## config.mk

```make
export PLATFORM = sky130hd
export DESIGN_NAME = result_mem_readout_ctrl_flat
export DESIGN_NICKNAME = d
export VERILOG_FILES = /design/src/rtl/result_mem_readout_ctrl_if.sv /design/src/rtl/result_mem_readout_ctrl.sv /design/src/flat_wrapper.sv
export SDC_FILE = /design/constraint.sdc
export NUM_CORES = 1
export LEC_CHECK = 0
export ABC_AREA = 1
export CAP_MARGIN = 25
export CELL_PAD_IN_SITES_DETAIL_PLACEMENT = 0
export CELL_PAD_IN_SITES_GLOBAL_PLACEMENT = 1
export CORE_MARGIN = 4
export CORE_UTILIZATION = 30
export DETAILED_ROUTE_END_ITERATION = 8
export DONT_BUFFER_PORTS = 1
export PLACE_DENSITY_LB_ADDON = 0.05
export SETUP_SLACK_MARGIN = 0.1
export SYNTH_ARGS = -nofsm -noshare
export SYNTH_HDL_FRONTEND = slang
export SYNTH_SLANG_ARGS = --single-unit
```

## constraint.sdc

```tcl
create_clock -name clk -period 2.7 [get_ports clk]
set_clock_uncertainty 0.2 [all_clocks]
set_input_delay 0.54 -clock clk [delete_from_list [all_inputs] [get_ports clk]]
set_output_delay 0.54 -clock clk [all_outputs]
set_load 0.03 [all_outputs]
```

## src/rtl/result_mem_readout_ctrl_if.sv

```systemverilog
// Result-word stream from the readout controller: one word per valid/ready
// handshake, tagged with its frame and coefficient indices.
interface result_mem_readout_ctrl_if #(
  parameter int DATA_WIDTH = 32,
  parameter int FRAME_W    = 7,
  parameter int COEF_W     = 7
);
  logic                  out_valid;
  logic                  out_ready;
  logic [DATA_WIDTH-1:0] out_data;
  logic [FRAME_W-1:0]    out_frame;
  logic [COEF_W-1:0]     out_coef;
  logic                  out_last;

  modport master (
    output out_valid, out_data, out_frame, out_coef, out_last,
    input  out_ready
  );

  modport slave (
    input  out_valid, out_data, out_frame, out_coef, out_last,
    output out_ready
  );
endinterface

```

## src/rtl/result_mem_readout_ctrl.sv

```systemverilog
// Walks frames 2..frame_num-3 and coefficients 0..2*cep_num+1 of the result
// memory after the MFCC core finishes, streaming each word out with its tags.
//
// state | meaning
// IDLE  | waiting for start; core owns the memory address
// CHECK | limits latched; decide between empty range and readout
// ISSUE | mem_cen low for one cycle at {frame_cnt, coef_cnt}
// WAIT  | down-count the read latency, then capture mem_rdata
// HOLD  | word presented on the stream until accepted
// FIN   | done pulse; address mux returned to the core
module result_mem_readout_ctrl #(
  parameter int DATA_WIDTH = 32,
  parameter int FRAME_W    = 7,
  parameter int COEF_W     = 7,
  parameter int RD_LATENCY = 1
) (
  input  logic                      clk,
  input  logic                      rst_n,
  input  logic                      start,
  input  logic                      abort,
  input  logic [FRAME_W-1:0]        frame_num,
  input  logic [6:0]                cep_num,
  output logic                      busy,
  output logic                      done,
  output logic                      mem_addr_sel,
  output logic                      mem_cen,
  output logic                      mem_wen,
  output logic [FRAME_W+COEF_W-1:0] mem_addr,
  input  logic [DATA_WIDTH-1:0]     mem_rdata,
  result_mem_readout_ctrl_if.master out_if
);

  typedef enum logic [2:0] {
    IDLE  = 3'd0,
    CHECK = 3'd1,
    ISSUE = 3'd2,
    WAIT  = 3'd3,
    HOLD  = 3'd4,
    FIN   = 3'd5
  } state_t;

  state_t             state;
  logic [FRAME_W-1:0] frame_q;
  logic [5:0]         cep_q;
  logic [FRAME_W-1:0] frame_cnt;
  logic [COEF_W-1:0]  coef_cnt;
  logic [1:0]         wait_cnt;

  logic [FRAME_W:0]   last_frame;
  logic [COEF_W-1:0]  coef_last;
  logic               coef_wrap;
  logic               is_last;
  logic [FRAME_W-1:0] next_frame;
  logic [COEF_W-1:0]  next_coef;
  logic               unused_cep_msb;

  // One extra bit keeps frame_num-3 from wrapping into a valid frame index.
  assign last_frame     = {1'b0, frame_q} - (FRAME_W+1)'(3);
  assign coef_last      = COEF_W'({cep_q, 1'b1});
  assign coef_wrap      = (coef_cnt == coef_last);
  assign is_last        = ({1'b0, frame_cnt} == last_frame) && coef_wrap;
  assign next_coef      = coef_wrap ? '0 : coef_cnt + COEF_W'(1);
  assign next_frame     = coef_wrap ? frame_cnt + FRAME_W'(1) : frame_cnt;
  assign mem_wen        = 1'b1;
  assign unused_cep_msb = cep_num[6];

  always_ff @(posedge clk or negedge rst_n) begin
    if (!rst_n) begin
      state            <= IDLE;
      busy             <= 1'b0;
      done             <= 1'b0;
      mem_addr_sel     <= 1'b1;
      mem_cen          <= 1'b1;
      mem_addr         <= '0;
      out_if.out_valid <= 1'b0;
      out_if.out_data  <= '0;
      out_if.out_frame <= '0;
      out_if.out_coef  <= '0;
      out_if.out_last  <= 1'b0;
      frame_q          <= '0;
      cep_q            <= '0;
      frame_cnt        <= '0;
      coef_cnt         <= '0;
      wait_cnt         <= '0;
    end else if (abort && state != IDLE) begin
      state            <= IDLE;
      busy             <= 1'b0;
      done             <= 1'b0;
      mem_addr_sel     <= 1'b1;
      mem_cen          <= 1'b1;
      out_if.out_valid <= 1'b0;
      out_if.out_last  <= 1'b0;
    end else begin
      done <= 1'b0;
      case (state)
        IDLE: begin
          if (start) begin
            frame_q   <= frame_num;
            cep_q     <= cep_num[5:0];
            frame_cnt <= FRAME_W'(2);
            coef_cnt  <= '0;
            busy      <= 1'b1;
            state     <= CHECK;
          end
        end
        CHECK: begin
          if (frame_q < FRAME_W'(5)) begin
            done  <= 1'b1;
            busy  <= 1'b0;
            state <= FIN;
          end else begin
            mem_addr_sel <= 1'b0;
            mem_cen      <= 1'b0;
            mem_addr     <= {frame_cnt, coef_cnt};
            state        <= ISSUE;
          end
        end
        ISSUE: begin
          mem_cen  <= 1'b1;
          wait_cnt <= 2'(RD_LATENCY - 1);
          state    <= WAIT;
        end
        WAIT: begin
          if (wait_cnt == 2'd0) begin
            out_if.out_data  <= mem_rdata;
            out_if.out_frame <= frame_cnt;
            out_if.out_coef  <= coef_cnt;
            out_if.out_last  <= is_last;
            out_if.out_valid <= 1'b1;
            state            <= HOLD;
          end else begin
            wait_cnt <= wait_cnt - 2'd1;
          end
        end
        HOLD: begin
          if (out_if.out_ready) begin
            out_if.out_valid <= 1'b0;
            if (out_if.out_last) begin
              out_if.out_last <= 1'b0;
              done            <= 1'b1;
              busy            <= 1'b0;
              mem_addr_sel    <= 1'b1;
              state           <= FIN;
            end else begin
              frame_cnt <= next_frame;
              coef_cnt  <= next_coef;
              mem_addr  <= {next_frame, next_coef};
              mem_cen   <= 1'b0;
              state     <= ISSUE;
            end
          end
        end
        FIN:     state <= IDLE;
        default: state <= IDLE;
      endcase
    end
  end

endmodule

```

## src/flat_wrapper.sv

```systemverilog
// flat-port wrapper written by rule: the top's interface ports become plain ports
module result_mem_readout_ctrl_flat 
#(
  parameter int DATA_WIDTH = 32,
  parameter int FRAME_W    = 7,
  parameter int COEF_W     = 7,
  parameter int RD_LATENCY = 1
)
  (clk, rst_n, start, abort, frame_num, cep_num, busy, done, mem_addr_sel, mem_cen, mem_wen, mem_addr, mem_rdata, out_if_out_valid, out_if_out_data, out_if_out_frame, out_if_out_coef, out_if_out_last, out_if_out_ready);
  result_mem_readout_ctrl_if #(.DATA_WIDTH(DATA_WIDTH), .FRAME_W(FRAME_W), .COEF_W(COEF_W)) out_if_i ();
  input  logic clk;
  input  logic rst_n;
  input  logic start;
  input  logic abort;
  input  logic [FRAME_W-1:0] frame_num;
  input  logic [6:0] cep_num;
  output logic busy;
  output logic done;
  output logic mem_addr_sel;
  output logic mem_cen;
  output logic mem_wen;
  output logic [FRAME_W+COEF_W-1:0] mem_addr;
  input  logic [DATA_WIDTH-1:0] mem_rdata;
  output wire logic [$bits(out_if_i.out_valid)-1:0] out_if_out_valid;
  output wire logic [$bits(out_if_i.out_data)-1:0] out_if_out_data;
  output wire logic [$bits(out_if_i.out_frame)-1:0] out_if_out_frame;
  output wire logic [$bits(out_if_i.out_coef)-1:0] out_if_out_coef;
  output wire logic [$bits(out_if_i.out_last)-1:0] out_if_out_last;
  input wire logic [$bits(out_if_i.out_ready)-1:0] out_if_out_ready;
  assign out_if_out_valid = out_if_i.out_valid;
  assign out_if_out_data = out_if_i.out_data;
  assign out_if_out_frame = out_if_i.out_frame;
  assign out_if_out_coef = out_if_i.out_coef;
  assign out_if_out_last = out_if_i.out_last;
  assign out_if_i.out_ready = out_if_out_ready;
  result_mem_readout_ctrl #(.DATA_WIDTH(DATA_WIDTH), .FRAME_W(FRAME_W), .COEF_W(COEF_W), .RD_LATENCY(RD_LATENCY)) u_core (.clk(clk), .rst_n(rst_n), .start(start), .abort(abort), .frame_num(frame_num), .cep_num(cep_num), .busy(busy), .done(done), .mem_addr_sel(mem_addr_sel), .mem_cen(mem_cen), .mem_wen(mem_wen), .mem_addr(mem_addr), .mem_rdata(mem_rdata), .out_if(out_if_i));
endmodule
```

======== Word-level counts from Yosys, hierarchy flattened ========
Cells that the tools add are included.
word-level totals
  flip-flop bits (word level) ............. 98
  input bits .............................. 51
  output and inout bits ................... 67
  logic and storage cells ................. 112
operators by class
  add/subtract/negate cells ............... 4
  order comparisons ....................... 1
  equality and inequality tests ........... 18
  muxes and demuxes ....................... 50
  bitwise operators ....................... 1
  reductions and logical operators ........ 22
operators with widths
  cell                                                                          count
  7-bit two-way mux                                                             8
  14-bit two-way mux                                                            3
  14-bit one-hot mux with 2 select lines                                        1
  7-bit one-hot mux with 2 select lines                                         2
  1-bit two-way mux                                                             21
  3-bit two-way mux                                                             6
  3-bit one-hot mux with 5 select lines                                         1
  3-bit AND reduction                                                           5
  5-bit AND reduction                                                           3
  7-bit by 1-bit adder with 7-bit output, second input constant                 2
  2-bit != test, second input constant                                          5
  3-bit by 1-bit != test with 1-bit output, second input constant               3
  3-bit by 2-bit != test with 1-bit output, second input constant               3
  3-bit nonzero test                                                            3
  7-bit by 8-bit equality test with 1-bit output                                1
  1-bit one-hot mux with 2 select lines                                         4
  4-bit AND reduction                                                           2
  4-bit nonzero test                                                            2
  7-bit by 2-bit subtractor with 8-bit output, second input constant            1
  7-bit equality test                                                           1
  7-bit by 3-bit less-than comparator with 1-bit output, second input constant  1
  3-bit by 2-bit equality test with 1-bit output, second input constant         2
  1-bit one-hot mux with 3 select lines                                         2
  2-bit nonzero test                                                            3
  10 further kinds                                                              11

======== Depth between registers and ports, before layout ========
  depth after elaboration ................. 6
  depth in mapped cells ................... 12
  mapped depth without buffers ............ 11

======== Worst setup path before layout ========
No wires, ideal clock.
  path kind ............................... reg2reg
  start ................................... register u_core.state[1]
  end ..................................... register u_core.out_if.out_frame[4]
  setup time .............................. 0.120 ns
  data arrival time ....................... 1.385 ns
  data required time ...................... 2.380 ns
  slack ................................... 0.995 ns
  stages on the path, launching flop included .. 10
  path buffers ............................ 1
  clock period less this slack ............ 1.705 ns
  path through ............................ dfrtp_1 -> inv_2 -> nand2_2 -> o21ai_2 -> inv_2 -> nor3_4 -> inv_2 -> buf_2 -> nand2_1 -> o21ai_2
between the ends
  word-level cells in the longest chain between the ends .. 4
  elaborated cells between the ends (all ways) .. 5
  those cells by class .................... eq/ne: 1; bitwise: 1; reduce/logical: 3
RTL lines
  element                          line                              RTL
  start: declaration               result_mem_readout_ctrl.sv:42     state_t state;
  start signal: assignment         result_mem_readout_ctrl.sv:69     state <= IDLE;
  start signal: assignment         result_mem_readout_ctrl.sv:86     state <= IDLE;
  start signal: assignment         result_mem_readout_ctrl.sv:103    state <= CHECK;
  3-bit nonzero test               result_mem_readout_ctrl.sv:85     end else if (abort && state != IDLE) begin
  1-bit logical AND                result_mem_readout_ctrl.sv:85
  1-bit inverter (no line)         --
  3-bit AND reduction (no line) *  --
  end signal: assignment           result_mem_readout_ctrl.sv:126    out_if.out_frame <= frame_cnt;
  end: declaration                 result_mem_readout_ctrl_if.sv:16  output out_valid, out_data, out_frame, out_coef, out_last,
Mark *: on every way between the ends. The rest lies on a longest branch, timed or not.
A chain may end at the register's enable or synchronous reset.

======== Worst setup path in the final report ========
  start ................................... register u_core.coef_cnt[1]
  end ..................................... register u_core.frame_cnt[2]
between the ends
  word-level cells in the longest chain between the ends .. 5
RTL lines
  element                                line                            RTL
  start: declaration                     result_mem_readout_ctrl.sv:46   logic [COEF_W-1:0] coef_cnt;
  start signal: assignment               result_mem_readout_ctrl.sv:146  coef_cnt <= next_coef;
  7-bit equality test                    result_mem_readout_ctrl.sv:60   assign coef_wrap = (coef_cnt == coef_last);
  7-bit two-way mux                      result_mem_readout_ctrl.sv:63   assign next_frame = coef_wrap ? frame_cnt + FRAME_W'(1) : frame_cnt;
  7-bit two-way mux                      result_mem_readout_ctrl.sv:138  if (out_if.out_last) begin
  7-bit two-way mux                      result_mem_readout_ctrl.sv:136  if (out_if.out_ready) begin
  7-bit one-hot mux with 2 select lines  result_mem_readout_ctrl.sv:95   case (state)
  end signal: assignment                 result_mem_readout_ctrl.sv:145  frame_cnt <= next_frame;
  end: declaration                       result_mem_readout_ctrl.sv:45   logic [FRAME_W-1:0] frame_cnt;
Every way passes these cells. The select of a mux whose other input is x is not followed.

==> impl.org <==
** Clock tree
- The later pin in the worst-skew pair is clocked with a latency of 0.35 ns.
- After clock tree synthesis, the clock-pin slew on the worst setup and hold paths is 0.07 ns.
- CTS resizes :: 0
- Number of buffers on the longest clock path :: 2
- Buffer count from post-CTS setup fixing :: 0
- The root buffer cell chosen for the clock tree is sky130_fd_sc_hd__clkbuf_16.
- H-tree depth :: 3
- Sink Count :: 98
- TritonCTS built the clock tree.
- In this run, CTS created clock tree buffers numbering 9.

** Global routing
- Via count of the first global-routing pass :: 4038
- Global routing consumed, over all layers together, 14.5% of the routing resources.
- Global routing finished with a remaining overflow of 0.
- Antenna violations before repair :: 2
- Wire length of the first global-routing pass :: 21000 um
- Maximum number of pins on one net before global-route repair :: 99

** Worst setup path
- Top cell by count, worst path :: sky130_fd_sc_hd__nand2_1
- Delay of the slowest critical-path stage :: 0.43 ns
- At the worst endpoint, the required time is 2.73 ns.
- Traced cell by cell, the critical path runs through inv_1, nand2_1, nand2_1, nand2_1, nor2_1, nand2_1, nand2_1, nand2_1, nand2_1, o21ai_0.
- Kind of capture point of the worst setup path :: flop
- The worst setup path is of the flop to flop kind.
- For this design, the slowest cell found on the critical path is sky130_fd_sc_hd__dfrtp_1.
- Critical Path AT :: 2.12 ns
- Of all nets on the critical path, the largest fanout is 6.
- The worst setup path is launched from a flop.

** Final layout
- In the final layout, the share of cells above drive strength 1 is 9.03%.
- Antenna diode instance count :: 0
- Most used cells in the layout excluding fill and tap cells :: 260 x sky130_fd_sc_hd__nand2_1, 96 x sky130_fd_sc_hd__dfrtp_1, 55 x sky130_fd_sc_hd__inv_1, 55 x sky130_fd_sc_hd__nor2_1, 33 x sky130_fd_sc_hd__nand3_1
- The area growth from synthesis to layout is 10.8%.
- Count of nets after finishing :: 692
- Most common cell after layout, fill and taps aside :: sky130_fd_sc_hd__nand2_1

** Run status
- The final reports fail on hold timing.
- Outcome :: finished with violations

** Power
- Worst voltage drop across the vdd grid :: 414 uV
- Total leakage power :: 0.00277 uW
- Dividing total power by cell area gives a power density of 1170 mW/mm^2.

** STA
- Setup total negative slack on the finished layout was measured at 0 ns.
- Final worst setup slack :: 0.605 ns
- Transition time of the tightest slew-check pin :: 0.496 ns
- The worst pin sits at a relative slew slack of 66.8%.
- Fin crit period :: 2.10 ns
- In the finished design, the share of the clock period the worst path needs comes to 77.6%.
- Setup repair after global routing left no endpoint under its margin.
- Final hold violation count :: 98
- Setup violations remaining at the end of the flow were counted as 0.
- The max-slew violation total from the final report came to 0.
- Hold timing on the final database bottoms out at a slack of -0.321 ns.
- Fmax achieved :: 477 MHz

** Synthesis
- Synthesis-stage register bit count :: 98
- Among all flip-flop cells after synthesis, the most frequent one is sky130_fd_sc_hd__dfrtp_1.
- Netlist Area Pre-Place :: 0.00489 mm^2
- Sequential cells were found to cover 50.2% of the synthesized design area.
- Yosys mapped the design onto 30 distinct sky130hd cell types.
- Yosys printed 0 warnings.
- Total nets after synthesis :: 694
- Synthesis handed over a netlist of 639 instances.
- Per-instance average area after synthesis :: 7.66 um^2
- Ys async rst share :: 100%
- In this run, synthesis inferred 0 flip-flops with an integrated enable.

** Floorplan
- I/O Pins :: 118
- Standard cell core area :: 0.0159 mm^2
- Die Footprint :: 0.0184 mm^2
- The floorplan step set the die width to 136 um.
- Die extent in y :: 136 um
- Effective utilization at floorplan :: 30.7%
- Cell row count :: 46

** Routing
- After the first detailed-routing iteration, the DRC count stood at 165.
- Post-route DRC violation count :: 0
- Number of vias per cell after detailed routing :: 4.62
- Via count :: 3964
- Wirelength per Cell :: 14.7 um
- Detailed-route wire length :: 12600 um
- Once detail routing completed, the nets flagged for antenna violations numbered 0.
- Iteration count of the initial detailed-routing pass :: 4

** Min path
- The min-delay analysis places its worst path in the category input port to async pin.

** Run
- Max-cap violations in this run came to 0.

** Placed design
- Place WS :: 0.613 ns
- During placement, the flow inserted port buffers numbering 0.
- The congestion estimate from routability-driven global placement came to 0.806.
- After legalization and detailed placement, the total HPWL measured 9250 um.
## area by class of cell
cell class | instances | area [um^2]
fillers | 1761 | 10500
flip-flops and latches | 98 | 2450
multi-input cells | 456 | 2070
well taps | 216 | 270
inverters | 62 | 233
clock buffers | 9 | 225
repair buffers | 10 | 87.6
clock inverters | 7 | 76.3
## Yosys cell counts (2+ instances only)
cell type                  number  share of area [%]
sky130_fd_sc_hd__nand2_1      260                 20
sky130_fd_sc_hd__dfrtp_1       96                 49
sky130_fd_sc_hd__inv_1         55                4.2
sky130_fd_sc_hd__nor2_1        55                4.2
sky130_fd_sc_hd__nand3_1       33                3.4
sky130_fd_sc_hd__o21ai_0       28                2.9
sky130_fd_sc_hd__a21oi_1       17                1.7
sky130_fd_sc_hd__o21ai_1       14                1.4
sky130_fd_sc_hd__buf_2         12                1.2
sky130_fd_sc_hd__xor2_1        10                1.8
sky130_fd_sc_hd__o21ai_2        8                1.4
sky130_fd_sc_hd__inv_2          7               0.54
sky130_fd_sc_hd__a21oi_2        6                1.1
sky130_fd_sc_hd__xnor2_1        6                1.1
sky130_fd_sc_hd__clkbuf_1       5               0.38
sky130_fd_sc_hd__ha_1           4                1.0
sky130_fd_sc_hd__buf_6          3               0.69
sky130_fd_sc_hd__mux2_2         3               0.69
sky130_fd_sc_hd__buf_4          2               0.31
sky130_fd_sc_hd__dfstp_2        2                1.1
sky130_fd_sc_hd__nand4_1        2               0.26
sky130_fd_sc_hd__nor2_2         2               0.26
sky130_fd_sc_hd__nor3_1         2               0.20
## worst max-delay path: cells and delay by family, from the launching register on
family	cells	cell delay, ns
buf+inv	1	0.17
simple gates	8	1.10
flops	1	0.43
compound gates	1	0.08
## through the flow
step / std cells / cell area, um^2 / power (uW) / utilization [%]
final: 858 / 5420 / 6350 / 34.0
after global routing: 858 / 5420 / 6860 / 34.0
after CTS: 858 / 5420 / 6480 / 34.0
after detailed placement: 842 / 5120 / 5110 / 32.1
after global placement: 841 / 5100 / 5060 / 32.0
after floorplan: 639 / 4890 / 4630 / -
## metal layers
| metal | routed length, um | track usage (%) |
|---|---|---|
| met5 | 21 | 0 |
| met4 | 214 | 5.15 |
| met3 | 1070 | 5.50 |
| met2 | 5620 | 22.8 |
| met1 | 5720 | 18.2 |
## kinds of logic after synthesis
kind of cell	synth area share, %
xor gates and xnor gates	2.86
DFF	50.2
AOI/OAI and AO/OA	8.54
adders and majority gates	1.02
other	0.0766
muxes	0.690
buffers and inverters	7.46
and+or+nand+nor	29.2
## worst paths after layout
check | startpoint | end | slack, ns | depth (start not counted)
worst max-delay path | u_core.coef_cnt[1] | u_core.frame_cnt[2] | 0.60 | 10
min in group clk | mem_rdata[3] | u_core.out_if.out_data[3] | 0.10 | 2
worst min-delay path | rst_n | u_core.done | -0.32 | 0
worst min register to register | u_core.mem_addr_sel | u_core.mem_addr_sel | 0.35 | 2
worst max register to register | u_core.coef_cnt[1] | u_core.frame_cnt[2] | 0.60 | 10
max in group asynchronous | rst_n | u_core.mem_addr_sel | 2.36 | 0
## registers in the layout, summed over array words and instances, names as in the netlist, 2 cells and up
register	count
u_core.frame_cnt	7
u_core.wait_cnt	2
u_core.coef_cnt	7
u_core.mem_addr	14
u_core.out_if.out_data	32
u_core.cep_q	6
u_core.out_if.out_frame	7
u_core.out_if.out_coef	7
u_core.state	3
u_core.frame_q	7
## power by group
group	switching (uW)	internal (uW)	total, uW
Clock	602	727	1330
Combinational	1080	631	1710
Sequential	1280	2030	3320
Power figures use the tool's default switching activity.
